**config.mk**
```make
export PLATFORM = sky130hd
export DESIGN_NAME = regfile_alu_sequencer
export DESIGN_NICKNAME = d
export VERILOG_FILES = /design/src/rtl/regfile_alu_sequencer.sv
export SDC_FILE = /design/constraint.sdc
export NUM_CORES = 1
export LEC_CHECK = 0
export CAP_MARGIN = 15
export CORE_MARGIN = 3
export CORE_UTILIZATION = 35
export CTS_CLUSTER_SIZE = 40
export DETAILED_ROUTE_END_ITERATION = 6
export GPL_TIMING_DRIVEN = 0
export PLACE_DENSITY = 0.66
export SLEW_MARGIN = 20
export SYNTH_ARGS = -nofsm -noshare
export SYNTH_HDL_FRONTEND = slang
export SYNTH_SLANG_ARGS = --single-unit
export TNS_END_PERCENT = 50
```
**constraint.sdc**
```tcl
create_clock -name iCLK -period 1.8 [get_ports iCLK]
set_clock_uncertainty 0.05 [all_clocks]
set_input_delay 0.54 -clock iCLK [delete_from_list [all_inputs] [get_ports iCLK]]
set_output_delay 0.54 -clock iCLK [all_outputs]
set_load 0.005 [all_outputs]
```
**src/rtl/regfile_alu_sequencer.sv**
```systemverilog
// regfile_alu_sequencer
//   Multi-cycle sequencer that turns one register-to-register instruction
//   into a read / execute / write-back sequence against an external 8x8
//   register file and add/sub ULA.
//
//   Ports
//     iCLK, iRST_N            clock (rising edge), async active-low reset
//     i_valid / o_ready       instruction handshake (accept only in IDLE)
//     i_op,i_rd,i_rs1,i_rs2,i_imm   instruction fields
//                             (op: 00 LDI, 01 ADD, 10 SUB, 11 MOV)
//     o_done                  one-cycle retire pulse
//     o_result,o_ovf,o_zero   status of the last retired instruction
//     o_we3,o_wa3,o_wd3       register file write port
//     o_ra1,o_ra2,i_rd1,i_rd2 register file read ports (combinational data)
//     o_alu_sel,o_alu_a,o_alu_b,i_alu_s,i_alu_ovf   ULA interface
module regfile_alu_sequencer #(
    parameter int DATA_W = 8,
    parameter int ADDR_W = 3
) (
    input  logic              iCLK,
    input  logic              iRST_N,
    input  logic              i_valid,
    output logic              o_ready,
    input  logic [1:0]        i_op,
    input  logic [ADDR_W-1:0] i_rd,
    input  logic [ADDR_W-1:0] i_rs1,
    input  logic [ADDR_W-1:0] i_rs2,
    input  logic [DATA_W-1:0] i_imm,
    output logic              o_done,
    output logic [DATA_W-1:0] o_result,
    output logic              o_ovf,
    output logic              o_zero,
    output logic              o_we3,
    output logic [ADDR_W-1:0] o_wa3,
    output logic [DATA_W-1:0] o_wd3,
    output logic [ADDR_W-1:0] o_ra1,
    output logic [ADDR_W-1:0] o_ra2,
    input  logic [DATA_W-1:0] i_rd1,
    input  logic [DATA_W-1:0] i_rd2,
    output logic              o_alu_sel,
    output logic [DATA_W-1:0] o_alu_a,
    output logic [DATA_W-1:0] o_alu_b,
    input  logic [DATA_W-1:0] i_alu_s,
    input  logic              i_alu_ovf
);

    typedef enum logic [2:0] {
        S_IDLE,
        S_READ,
        S_EXEC,
        S_WRITE,
        S_DONE
    } state_t;

    localparam logic [1:0] OP_LDI = 2'b00;
    localparam logic [1:0] OP_ADD = 2'b01;
    localparam logic [1:0] OP_SUB = 2'b10;
    localparam logic [1:0] OP_MOV = 2'b11;

    state_t state, state_nxt;

    logic [1:0]        op_q;
    logic [ADDR_W-1:0] rd_q;
    logic [DATA_W-1:0] result_q;
    logic              ovf_tmp;
    logic [ADDR_W-1:0] wa3_q;
    logic [ADDR_W-1:0] ra1_q, ra2_q;
    logic [DATA_W-1:0] alu_a_q, alu_b_q;
    logic              alu_sel_q;

    // State register. Async reset drops straight to IDLE, which also kills
    // o_we3 immediately since it is decoded from state.
    always_ff @(posedge iCLK or negedge iRST_N) begin
        if (!iRST_N) state <= S_IDLE;
        else         state <= state_nxt;
    end

    always_comb begin
        state_nxt = state;
        o_ready   = 1'b0;
        o_we3     = 1'b0;
        o_done    = 1'b0;
        case (state)
            S_IDLE: begin
                o_ready = 1'b1;
                if (i_valid) state_nxt = (i_op == OP_LDI) ? S_WRITE : S_READ;
            end
            S_READ:  state_nxt = (op_q == OP_MOV) ? S_WRITE : S_EXEC;
            S_EXEC:  state_nxt = S_WRITE;
            S_WRITE: begin
                o_we3     = 1'b1;
                state_nxt = S_DONE;
            end
            S_DONE: begin
                o_done    = 1'b1;
                state_nxt = S_IDLE;
            end
            default: state_nxt = S_IDLE;
        endcase
    end

    // Datapath. Every interface register is only loaded on the edge that
    // enters the state that uses it, so each one holds outside that state.
    // result_q doubles as the write data: it only changes on WRITE entry.
    always_ff @(posedge iCLK or negedge iRST_N) begin
        if (!iRST_N) begin
            op_q      <= '0;
            rd_q      <= '0;
            result_q  <= '0;
            ovf_tmp   <= 1'b0;
            wa3_q     <= '0;
            ra1_q     <= '0;
            ra2_q     <= '0;
            alu_a_q   <= '0;
            alu_b_q   <= '0;
            alu_sel_q <= 1'b0;
            o_result  <= '0;
            o_ovf     <= 1'b0;
            o_zero    <= 1'b1;
        end else begin
            case (state)
                S_IDLE: begin
                    if (i_valid) begin
                        op_q <= i_op;
                        rd_q <= i_rd;
                        if (i_op == OP_LDI) begin
                            result_q <= i_imm;
                            wa3_q    <= i_rd;
                        end else begin
                            ra1_q <= i_rs1;
                            ra2_q <= i_rs2;
                        end
                    end
                end
                S_READ: begin
                    if (op_q == OP_MOV) begin
                        result_q <= i_rd1;
                        wa3_q    <= rd_q;
                    end else begin
                        alu_a_q   <= i_rd1;
                        alu_b_q   <= i_rd2;
                        alu_sel_q <= (op_q == OP_SUB);
                    end
                end
                S_EXEC: begin
                    result_q <= i_alu_s;
                    ovf_tmp  <= i_alu_ovf;
                    wa3_q    <= rd_q;
                end
                S_WRITE: begin
                    // Status becomes visible together with o_done.
                    o_result <= result_q;
                    o_zero   <= (result_q == '0);
                    if (op_q == OP_ADD || op_q == OP_SUB) o_ovf <= ovf_tmp;
                end
                default: ;
            endcase
        end
    end

    assign o_wa3     = wa3_q;
    assign o_wd3     = result_q;
    assign o_ra1     = ra1_q;
    assign o_ra2     = ra2_q;
    assign o_alu_a   = alu_a_q;
    assign o_alu_b   = alu_b_q;
    assign o_alu_sel = alu_sel_q;

endmodule

```
* Word level (Yosys, flattened, before mapping)
Cells that the tools add are included.
** Word-level totals
- Input port bits :: 47
- Register bits :: 53
- Latch bits :: 0
- Memory bits (read-only) :: 0
- Bits in writable memories :: 0
- Logic and storage cells :: 51
- Memories :: 0
** Cells by class
- Eq/ne operators :: 10
- $add $sub $neg :: 0
- $lt $le $gt $ge :: 0
- Mux-type cells :: 15
- Multipliers :: 0
- Bitwise logic cells :: 2
- Divide/modulo/power cells :: 0
- Reduce and logical (&&, ||, !) cells :: 10
- Shifts and indexed selects :: 0
** Operators with widths (count)
- 8-bit two-way mux :: 3
- 8-bit one-hot mux with 3 select lines :: 1
- 3-bit two-way mux :: 4
- 3-bit one-hot mux with 4 select lines :: 1
- 3-bit one-hot mux with 3 select lines :: 1
- 8-bit logical NOT :: 1
- 3-bit by 2-bit equality test with 1-bit output (second input constant) :: 2
- 2-bit inequality test (second input constant) :: 3
- 2-bit AND reduction :: 3
- 2-bit equality test (second input constant) :: 2
- 1-bit two-way mux :: 4
- 4-bit AND reduction :: 1
- 3-bit by 1-bit equality test with 1-bit output (second input constant) :: 1
- 3-bit equality test (second input constant) :: 1
- 3-bit logical NOT :: 1
- 3-bit AND reduction :: 1
- 3-bit nonzero test :: 1
- 2-bit by 1-bit equality test with 1-bit output (second input constant) :: 1
- 2-bit logical NOT :: 1
- 2-bit two-way mux :: 1
- 1-bit inverter :: 2
- 1-bit logical OR :: 1

* Logic depth before layout (Yosys ltp)
Gate-level depths: netlist of run 1.
- Word-level depth :: 4
- Gate-level depth with buffers :: 6

* Worst setup path before layout of run 1
OpenSTA, ideal clock, no wires.
- Path kind :: input to register
- Start point :: input port i_op[1]
- End point :: register result_q[3] (netlist: o_wd3[3])
- Path buffers :: 1
- Stages :: 5
- Slack :: 0.009 ns
- Required time :: 1.631 ns
- Data arrival time :: 1.622 ns
- Library setup time :: 0.119 ns
- Cells stage by stage :: or3b_4 a221oi_4 buf_6 o211ai_1 o21a_1
** Between the ends
- Longest elaborated chain between the ends :: 3
** Ends and longest elaborated chain
- from (decl) :: line 24 : input logic [1:0] i_op,
- 2-bit logical NOT :: line 126 : if (i_op == OP_LDI) begin
- 2-bit inequality test (no line)
- 4-bit AND reduction (no line)
- to (signal assigned) :: line 127 : result_q <= i_imm;
- to (signal assigned) :: line 137 : result_q <= i_rd1;
- to (signal assigned) :: line 146 : result_q <= i_alu_s;
- to (decl) :: line 64 : logic [DATA_W-1:0] result_q;
No other way between the ends.
A chain may end at the register's enable or synchronous reset.

* Worst setup path in the final report of run 1
- Start point :: register state[2]
- End point :: output port o_we3
** Between the ends
- Longest elaborated chain between the ends :: 2
** Ends and longest elaborated chain
- from (decl) :: line 60 : state_t state, state_nxt;
- from (signal assigned) :: line 75 : else state <= state_nxt;
- 3-bit by 2-bit equality test with 1-bit output :: line 83 : case (state)
- 1-bit two-way mux :: line 83
- to (decl) :: line 33 : output logic o_we3,
No other way between the ends.

==> results.toml, run 1 <==
[clock_network]
clock_sinks = 53
insertion_delay_ns = 0.30
cts_tree = "built"
htree_levels = 2
cts-root-buf = "clkbuf_8"
clock_path_buffers = 2
clk_pin_slew_ns = 0.09
cts_buffers = 5

[sta]
setup_tns_ns = -0.009684
timing.final.crit_period_ns = 1.810
timing.fmax_mhz = 552.6
finalCritPeriodShare = 1.005
timing.final.ws_setup_ns = -0.009684
drv_slew = 0
rsz0062_at_grt = "true"
worstMarginPinSlew_ns = 0.6666
finalHoldViolCount = 0
slew_headroom = 0.5556
setup_viol = 1

[synthesis]
syn_inst = 193
synth-simple-area-share = 0.09511
synth_area_per_cell_um2 = 12.20
ys_ff_latch = 53
synth_xor_area_frac = 0.003719
synth_edf_count = 0
syn_area_mm2 = 0.002355
synth_compound_area_frac = 0.1387
synthDistinctLibCells = 32
synth_top_family_by_area = "multiplexers"
seq_area_frac_synth = 0.5638
synth_ff_type = "dfrtp_1"
async_reset_ff_frac = 1.000
synth.area.mux_share = 0.1514
synth_warnings = 0
synth_adder_area_share = 0.01063
syn_nets = 242

[worst_setup_path]
cp_top_family = "flip-flops"
critPathRequiredTime_ns = 1.21
critPathArrivalTime_ns = 1.22
crit_chain = "buf_6 > nand3b_1 > clkinv_2 > buf_6"
cp_max_fo = 8
crit_path_end_kind = "primary output"
timing_worst_setup_path_type = "reg2out"
path_common_cell = "buf_6"
startpoint_type = "flop"
slowest_stage = "dfrtp_1"
critPathMaxStageDelay_ns = 0.38
critical_path_buf_inv_count = 3

[global_routing]
antenna_found_initial = 0
use_met3 = 0.04892
grt-busiest-layer = "met2"
grt_first_pass_wirelength_mm = 9.239
grt_util_met2 = 0.2438
grt_use_met1 = 0.2045
grt_pass1_vias = 1852
grt-ovfl-total = 0
grt_max_degree = 54
grt_usage = 0.1537

[power_and_ir_drop]
p_per_area_mw_per_mm2 = 1771
pwr-share-comb = 0.571
vdd_drop_max_mv = 0.7440
internal_power_w = 0.004266
p_leak_nw = 1.712
seqPwrFrac = 0.330
power.total_w = 0.006461
switching_share = 0.3397
power_frac_clock = 0.099
p_sw_w = 0.002195

[route]
antenna_left = 0
drt-wirelength-per-cell_um = 15.06
drtIter0Drc = 97
detailedRoute.firstPassIterationCount = 4
vias = 1881
wl_mm = 5.797
remaining_drc_errors = 0
via_per_inst = 4.886

[layout]
fin_area_mm2 = 0.003649
fill_cells = 558
layout.nets = 356
drive_gt1_frac = 0.2435
area_growth_pct = 54.94
stdcell_count = 385
num_antenna_cells = 0

[die]
dieWidth_um = 88.03
dieHeight_um = 88.03
floorplan.initialDensity = 0.3666
std_cell_rows = 29
num_io_pins = 94
core_region_area_mm2 = 0.006422
die_area_mm2 = 0.007748

[outcome]
violations = "setup timing"
status = "complete, but fails checks"

[min_path]
hold_path.class = "in2async"

[job]
maxCapViolations = 0

[placement]
place_ws_ns = -0.6916
placed_cell_area_mm2 = 0.003379
place.gp.congestion = 0.7774
place_inst = 363
port_buffers = 93
dp_hpwl_mm = 4.213
-- cell usage after synthesis (2+ instances only) --
cell type	instances	area [um2]
o21a_1	8	60.06
clkbuf_1	6	22.52
and2_1	2	12.51
mux2_2	29	326.6
o221ai_1	8	70.07
inv_1	3	11.26
nor3_1	2	10.01
buf_2	3	15.01
nand2b_1	2	12.51
a21oi_1	4	20.02
buf_4	3	22.52
nand2_1	27	101.4
o22ai_1	8	50.05
dfrtp_1	52	1301
ha_1	2	25.02
nor2_1	7	26.28
o21ai_0	2	10.01
nor4_1	2	12.51
mux2i_1	3	30.03
o211ai_1	8	60.06
-- timing repair --
| item | in CTS | in global routing |
|---|---|---|
| resized for setup | 36 | 28 |
| hold buffers | 0 | 0 |
| setup endpoints to repair | 39 | 32 |
| pin swaps | 5 | 3 |
| setup buffers | 5 | 10 |
-- cell families after synthesis --
logic type,Yosys count
xor+xnor,1
fa+ha+maj,2
compound gates,42
flops,53
mux,32
simple gates,46
buf+inv,17
-- placed cells by master, fill, tap and decap left out, types with 2 or more instances in the layout --
| cell type | Yosys | final |
|---|---|---|
| clkdlybuf4s50_1 | 0 | 59 |
| dfrtp_1 | 52 | 52 |
| mux2_2 | 29 | 29 |
| nand2_1 | 27 | 27 |
| dlymetal6s2s_1 | 0 | 18 |
| buf_4 | 3 | 16 |
| dlygate4sd2_1 | 0 | 9 |
| buf_6 | 1 | 8 |
| o22ai_1 | 8 | 8 |
| o221ai_1 | 8 | 8 |
| o211ai_1 | 8 | 8 |
| o21a_1 | 8 | 8 |
| clkbuf_1 | 6 | 6 |
| nor2_1 | 7 | 6 |
| clkbuf_8 | 0 | 5 |
| a21oi_1 | 4 | 4 |
| clkinv_2 | 0 | 3 |
| inv_1 | 3 | 3 |
| mux2i_1 | 3 | 3 |
| clkbuf_2 | 0 | 3 |
| nor4_1 | 2 | 2 |
| o21ai_0 | 2 | 2 |
| nand2b_1 | 2 | 2 |
| ha_1 | 2 | 2 |
-- worst paths after layout --
path	startpoint	end	slack [ns]	cells after the start
hold reg to reg	o_result[3]	o_result[3]	0.42	2
setup / recovery	state[2]	o_we3	-0.01	4
setup reg to reg	state[1]	o_alu_b[4]	0.09	5
hold / removal	iRST_N	o_wa3[0]	0.22	1
max in group asynchronous	iRST_N	o_alu_a[4]	1.04	1
min in group iCLK	o_result[3]	o_result[3]	0.42	2
-- layout make-up --
class / instances / area (um2) / area share
repair buffers: 108 / 1074 / 0.2942
multi-input cells: 123 / 962.2 / 0.2637
inverters: 4 / 16.27 / 0.004458
clock inverters: 2 / 10.01 / 0.002743
clock buffers: 6 / 72.57 / 0.01989
plain buffers: 12 / 90.09 / 0.02469
well taps: 77 / 96.34 / 0.02641
flip-flops and latches: 53 / 1328 / 0.3639
-- power groups by stage --
| stage | registers [W] | logic, W | clock network [W] |
|---|---|---|---|
| 5_1_grt | 0.00221 | 0.00404 | 0.000736 |
| 4_1_cts | 0.00215 | 0.00361 | 0.000678 |
| 3_5_place_dp | 0.00217 | 0.00342 | 0 |
| 3_3_place_gp | 0.00214 | 0.00339 | 0 |
| 6_report | 0.00213 | 0.00369 | 0.000640 |
| 2_1_floorplan | 0.00217 | 0.00184 | 0 |
-- stage by stage --
step / hold WS, ns / util
CTS: 0.2429 / 0.5500
global route: 0.2703 / 0.5681
global placement: 0.4062 / 0.5266
finish: 0.2164 / 0.5681
floorplan: 0.1944 / -
detailed placement: 0.4126 / 0.5262
-- flip-flops by register name (all words and copies together), names as in the netlist, 2 cells and up --
name	flops
o_alu_a	8
o_alu_b	8
o_ra1	3
o_ra2	3
o_result	8
o_wa3	3
o_wd3	8
op_q	2
rd_q	3
state	3
-- metal layers --
layer  vias to the layer above  wire length [um]
met3                         6               353
li1                        928                 -
met1                       891              2540
met5                         -                 0
met4                         0                62
met2                        56              2840
Power figures use the tool's default switching activity.
==> inputs of run 2 (changes only) <==
--- a/config.mk
+++ b/config.mk
@@ -12,7 +12,6 @@
 export DETAILED_ROUTE_END_ITERATION = 6
 export GPL_TIMING_DRIVEN = 0
 export PLACE_DENSITY = 0.66
-export SLEW_MARGIN = 20
 export SYNTH_ARGS = -nofsm -noshare
 export SYNTH_HDL_FRONTEND = slang
 export SYNTH_SLANG_ARGS = --single-unit
==> results.toml, run 2 (synthesis gave the netlist of run 1 again) <==
[clock_network]
cts_tree = "built"
clock_path_buffers = 2
cts-root-buf = "clkbuf_8"
cts_buffers = 5
htree_levels = 2
insertion_delay_ns = 0.30
clk_pin_slew_ns = 0.09
clock_sinks = 53
hold_buffers = 0

[placement]
place_inst = 364
port_buffers = 93
placed_cell_area_mm2 = 0.003397
dp_hpwl_mm = 4.298
place.gp.congestion = 0.7774

[sta]
finalCritPeriodShare = 0.9944
drv_slew = 0
timing.fmax_mhz = 558.7
rsz0062_at_grt = "true"
timing.final.crit_period_ns = 1.790
setup_viol = 0
setup_tns_ns = 0
worstMarginPinSlew_ns = 0.5093
slew_headroom = 0.6604
finalHoldViolCount = 0

[power_and_ir_drop]
p_leak_nw = 1.715
p_per_area_mw_per_mm2 = 1759
vdd_drop_max_mv = 0.7373

[worst_setup_path]
cp_top_family = "buffers and inverters"
critPathArrivalTime_ns = 1.20
critPathMaxStageDelay_ns = 0.38
critical_path_buf_inv_count = 3
r2r_end = "o_ra2[1]"
reg2reg_slack_ns = 0.08
cp_max_fo = 8
reg2reg_depth = 7
slowest_stage = "dfrtp_1"
reg2reg_from = "state[2]"
startpoint_type = "flop"
crit_path_end_kind = "primary output"
crit_chain = "buf_6 > buf_8 > nor3_4 > buf_2"
timing_worst_setup_path_type = "reg2out"
critPathRequiredTime_ns = 1.21

[layout]
layout.nets = 353
num_antenna_cells = 0
area_growth_pct = 54.68
stdcell_count = 382
fill_cells = 574
drive_gt1_frac = 0.2393
layout_commonest_cell = "clkdlybuf4s50_1"
fin_area_mm2 = 0.003642
mostFrequentLayoutCells = "clkdlybuf4s50_1 (58), dfrtp_1 (52), mux2_2 (29)"

[die]
dieWidth_um = 88.03
floorplan.initialDensity = 0.3666
std_cell_rows = 29
core_region_area_mm2 = 0.006422
die_area_mm2 = 0.007748
dieHeight_um = 88.03
num_io_pins = 94

[global_routing]
antenna_found_initial = 0
grt_first_pass_wirelength_mm = 9.377
grt_pass1_vias = 1914
grt-ovfl-total = 0
grt_usage = 0.1569
grt_max_degree = 33

[route]
remaining_drc_errors = 0
via_per_inst = 4.995
antenna_left = 0
drtIter0Drc = 106
vias = 1908
wl_mm = 5.803
detailedRoute.firstPassIterationCount = 4
drt-wirelength-per-cell_um = 15.19

[outcome]
status = "finished, final reports clean"

[job]
maxCapViolations = 0

[min_path]
hold_path.class = "in2async"
==> run 2: layout make-up <==
| type | instances | area (um2) | share of cell area |
|---|---|---|---|
| Buffer | 11 | 90.09 | 0.02473 |
| Clock buffer | 6 | 72.57 | 0.01992 |
| Clock inverter | 2 | 10.01 | 0.002748 |
| Inverter | 4 | 16.27 | 0.004466 |
| Multi-Input combinational cell | 123 | 967.2 | 0.2655 |
| Sequential cell | 53 | 1328 | 0.3645 |
| Tap cell | 77 | 96.34 | 0.02645 |
| Timing Repair Buffer | 106 | 1062 | 0.2917 |
==> run 2: report_power, final <==
group,leakage (nW),internal [W],total (W),switching (W)
sequential,0.623,0.00180,0.00213,0.000324
clock,0.0450,0.000270,0.000640,0.000369
combinational,1.05,0.00215,0.00364,0.00149
==> run 2: worst reg2reg max path: cells and delay by family, from the launching register on <==
kind | cells | cell delay (ns)
flops | 1 | 0.38
compound gates | 1 | 0.17
mux | 1 | 0.34
buf+inv | 3 | 0.38
simple gates | 2 | 0.29
==> run 2: layer usage <==
metal / track usage / part of all wire
met3: 0.05268 / 0.061
met4: 0.04533 / 0.012
met2: 0.2555 / 0.50
met5: 0 / 0
met1: 0.2000 / 0.43
==> run 2: how the worst max path moves through the flow <==
stage / start / slack, ns / cells past startpoint / end
after floorplan: i_op[1] / 0.009 / 5 / o_wd3[3]
after global placement: iRST_N / -1.49 / 1 / o_alu_b[6]
after detailed placement: i_valid / -0.68 / 6 / o_wd3[7]
after CTS: state[2] / -0.14 / 4 / o_we3
after global routing: state[2] / -0.06 / 4 / o_ready
final: state[2] / 0.01 / 4 / o_ready
==> run 2: repair_timing <==
action	CTS	global route
buffers inserted	8	4
pin swaps	5	2
cloned	0	0
setup endpoints to repair	39	36
resized for setup	35	29
==> run 2: stage by stage <==
step | power, W | utilization | setup slack [ns] | hold slack, ns
after global placement | 0.005527 | 0.5266 | -1.494 | 0.4062
after detailed placement | 0.005597 | 0.5289 | -0.6824 | 0.4126
after floorplan | 0.004008 | - | 0.009419 | 0.1944
final | 0.006407 | 0.5671 | 0.01004 | 0.1436
after global routing | 0.006951 | 0.5671 | -0.06171 | 0.1737
after CTS | 0.006492 | 0.5556 | -0.1369 | 0.1562
==> inputs of run 3 (changes only) <==
--- a/config.mk
+++ b/config.mk
@@ -5,6 +5,7 @@
 export SDC_FILE = /design/constraint.sdc
 export NUM_CORES = 1
 export LEC_CHECK = 0
+export ABC_AREA = 1
 export CAP_MARGIN = 15
 export CORE_MARGIN = 3
 export CORE_UTILIZATION = 35
==> results.toml, run 3 <==
[outcome]
status = "finished, final reports clean"

[die]
floorplan.initialDensity = 0.3692
std_cell_rows = 29
dieWidth_um = 88.55
die_area_mm2 = 0.007840
dieHeight_um = 88.55
core_region_area_mm2 = 0.006459
num_io_pins = 94

[power_and_ir_drop]
p_leak_nw = 2.195
p_per_area_mw_per_mm2 = 1736
vdd_drop_max_mv = 0.6634

[global_routing]
grt-ovfl-total = 0
grt_first_pass_wirelength_mm = 10.90
grt_use_met1 = 0.2378
grt_pass1_vias = 2347
grt_util_met2 = 0.2896
grt_usage = 0.1798
use_met3 = 0.05121
grt-busiest-layer = "met2"
grt_max_degree = 31
antenna_found_initial = 0

[route]
wl_mm = 6.740
via_per_inst = 4.742
remaining_drc_errors = 0
vias = 2357
drt-wirelength-per-cell_um = 13.56
antenna_left = 0
detailedRoute.firstPassIterationCount = 4
drtIter0Drc = 80

[worst_setup_path]
critPathArrivalTime_ns = 1.20
reg2reg_from = "state[1]"
critPathRequiredTime_ns = 1.21
timing_worst_setup_path_type = "reg2out"
reg2reg_depth = 8
startpoint_type = "flop"
crit_end = "o_we3"
crit_path_end_kind = "primary output"
r2r_end = "o_wa3[2]"
cp_max_fo = 4
reg2reg_slack_ns = 0.19
critPathLaunch = "state[1]"

[synthesis]
synth.most_common_cell = "nand2_1"
synthTopCellsByCount = "nand2_1 (146), dfrtp_1 (52), nand3_1 (29)"
synth_edf_count = 0
seq_area_frac_synth = 0.5567
synth_ff_type = "dfrtp_1"
syn_nets = 344
syn_inst = 295
syn_area_mm2 = 0.002385
synthDistinctLibCells = 19
synth_top_cell_by_area = "dfrtp_1"
synth_area_leaders = "dfrtp_1 (55%), nand2_1 (23%), nand3_1 (6.1%), inv_1 (2.7%), nor2_1 (2.2%)"
ys_ff_latch = 53
synth_area_per_cell_um2 = 8.084
synth_warnings = 0
netlist.area_leader.share = 0.5456
async_reset_ff_frac = 1.000

[sta]
setup_tns_ns = 0
drv_slew = 0
timing.final.crit_period_ns = 1.790
timing.fmax_mhz = 558.6
finalHoldViolCount = 0
slew_headroom = 0.6026
finalCritPeriodShare = 0.9946
worstMarginPinSlew_ns = 0.5961
rsz0062_at_grt = "true"
setup_viol = 0

[clock_network]
cts_buffers = 5
clock_path_buffers = 2
htree_levels = 2
clock_sinks = 53
hold_buffers = 0
clk_pin_slew_ns = 0.10
cts-root-buf = "clkbuf_8"
insertion_delay_ns = 0.31
cts_tree = "built"

[layout]
stdcell_count = 497
multi_input_area_um2 = 939.7
layout_commonest_cell = "nand2_1"
seq_area_mm2 = 0.001330
layout.nets = 468
drive_gt1_frac = 0.1500
mostFrequentLayoutCells = "nand2_1 (145), clkdlybuf4s50_1 (58), dfrtp_1 (50)"
num_antenna_cells = 0
area_growth_pct = 59.34
fill_cells = 568

[job]
maxCapViolations = 0

[min_path]
hold_path.class = "in2async"

[placement]
dp_hpwl_mm = 4.844
place.gp.congestion = 0.8495
port_buffers = 93
place_inst = 466
==> run 3: cell count changes in the layout (fill, tap and decap cells not counted), moves of 5 or more <==
cell      change
inv_1        +13
buf_4        +13
o221ai_1      -8
o21a_1        -8
clkbuf_1      -5
nand3_1      +29
o22ai_1       -8
nor2_1        +6
nand2_1     +118
mux2_2       -29
o211ai_1      -8
o21ai_0       +8
==> run 3: logic make-up after synthesis <==
group | count (synthesis) | synth area share
compound gates | 13 | 0.02781
fa+ha+maj | 2 | 0.01049
simple gates | 197 | 0.3437
buf+inv | 30 | 0.06138
flops | 53 | 0.5567
==> run 3: layout make-up <==
class,instances,share of cell area
repair buffers,117,0.3059
clock inverters,2,0.009878
plain buffers,9,0.01778
multi-input cells,212,0.2473
flip-flops and latches,53,0.3500
inverters,21,0.02206
clock buffers,6,0.02173
well taps,77,0.02535
==> run 3: worst min-delay path by stage <==
| stage | startpoint | to | slack (ns) | cells after the start |
|---|---|---|---|---|
| after floorplan | iRST_N | o_alu_a[0] | 0.19 | 0 |
| after global placement | o_ra1[2] | o_ra1[2] | 0.40 | 2 |
| after detailed placement | rd_q[0] | rd_q[0] | 0.41 | 2 |
| after CTS | iRST_N | rd_q[1] | 0.19 | 1 |
| after global routing | iRST_N | rd_q[2] | 0.20 | 1 |
| final | iRST_N | rd_q[1] | 0.17 | 1 |
==> run 3: per-layer routing <==
| metal | share of wire | vias to the layer above |
|---|---|---|
| li1 | - | 1169 |
| met1 | 0.45 | 1099 |
| met2 | 0.46 | 80 |
| met3 | 0.076 | 9 |
| met4 | 0.013 | 0 |
| met5 | 0 | - |
==> run 3: worst max-delay path: stages (launching register included) <==
cell	delay [ns]
dfrtp_2	0.44
buf_6	0.12
buf_6	0.12
nand2_4	0.07
inv_2	0.04
clkbuf_2	0.10
==> run 3: what timing repair did <==
action,in CTS,in global routing
setup buffers,11,12
gates resized for setup,25,32
pin swaps,3,2
endpoints found under the setup margin,14,30
==> run 3: power by group <==
part | internal [W] | switching [W] | total (W) | leakage [nW]
sequential | 0.00178 | 0.000310 | 0.00209 | 0.655
combinational | 0.00181 | 0.00185 | 0.00366 | 1.48
clock | 0.000453 | 0.000399 | 0.000852 | 0.0574
total | 0.00404 | 0.00256 | 0.00660 | 2.19
==> run 3: metrics by stage <==
step	utilization	setup WS, ns	instance area (um2)	total power (W)	hold slack, ns
6_report	0.5883	0.009799	3800	0.006597	0.1721
5_1_grt	0.5883	-0.03133	3800	0.007247	0.1992
4_1_cts	0.5622	-0.06084	3631	0.006470	0.1888
3_5_place_dp	0.5306	-0.2003	3427	0.005453	0.4100
3_3_place_gp	0.5283	-1.515	3412	0.005386	0.4035
2_1_floorplan	-	0.4176	2385	0.003862	0.1944
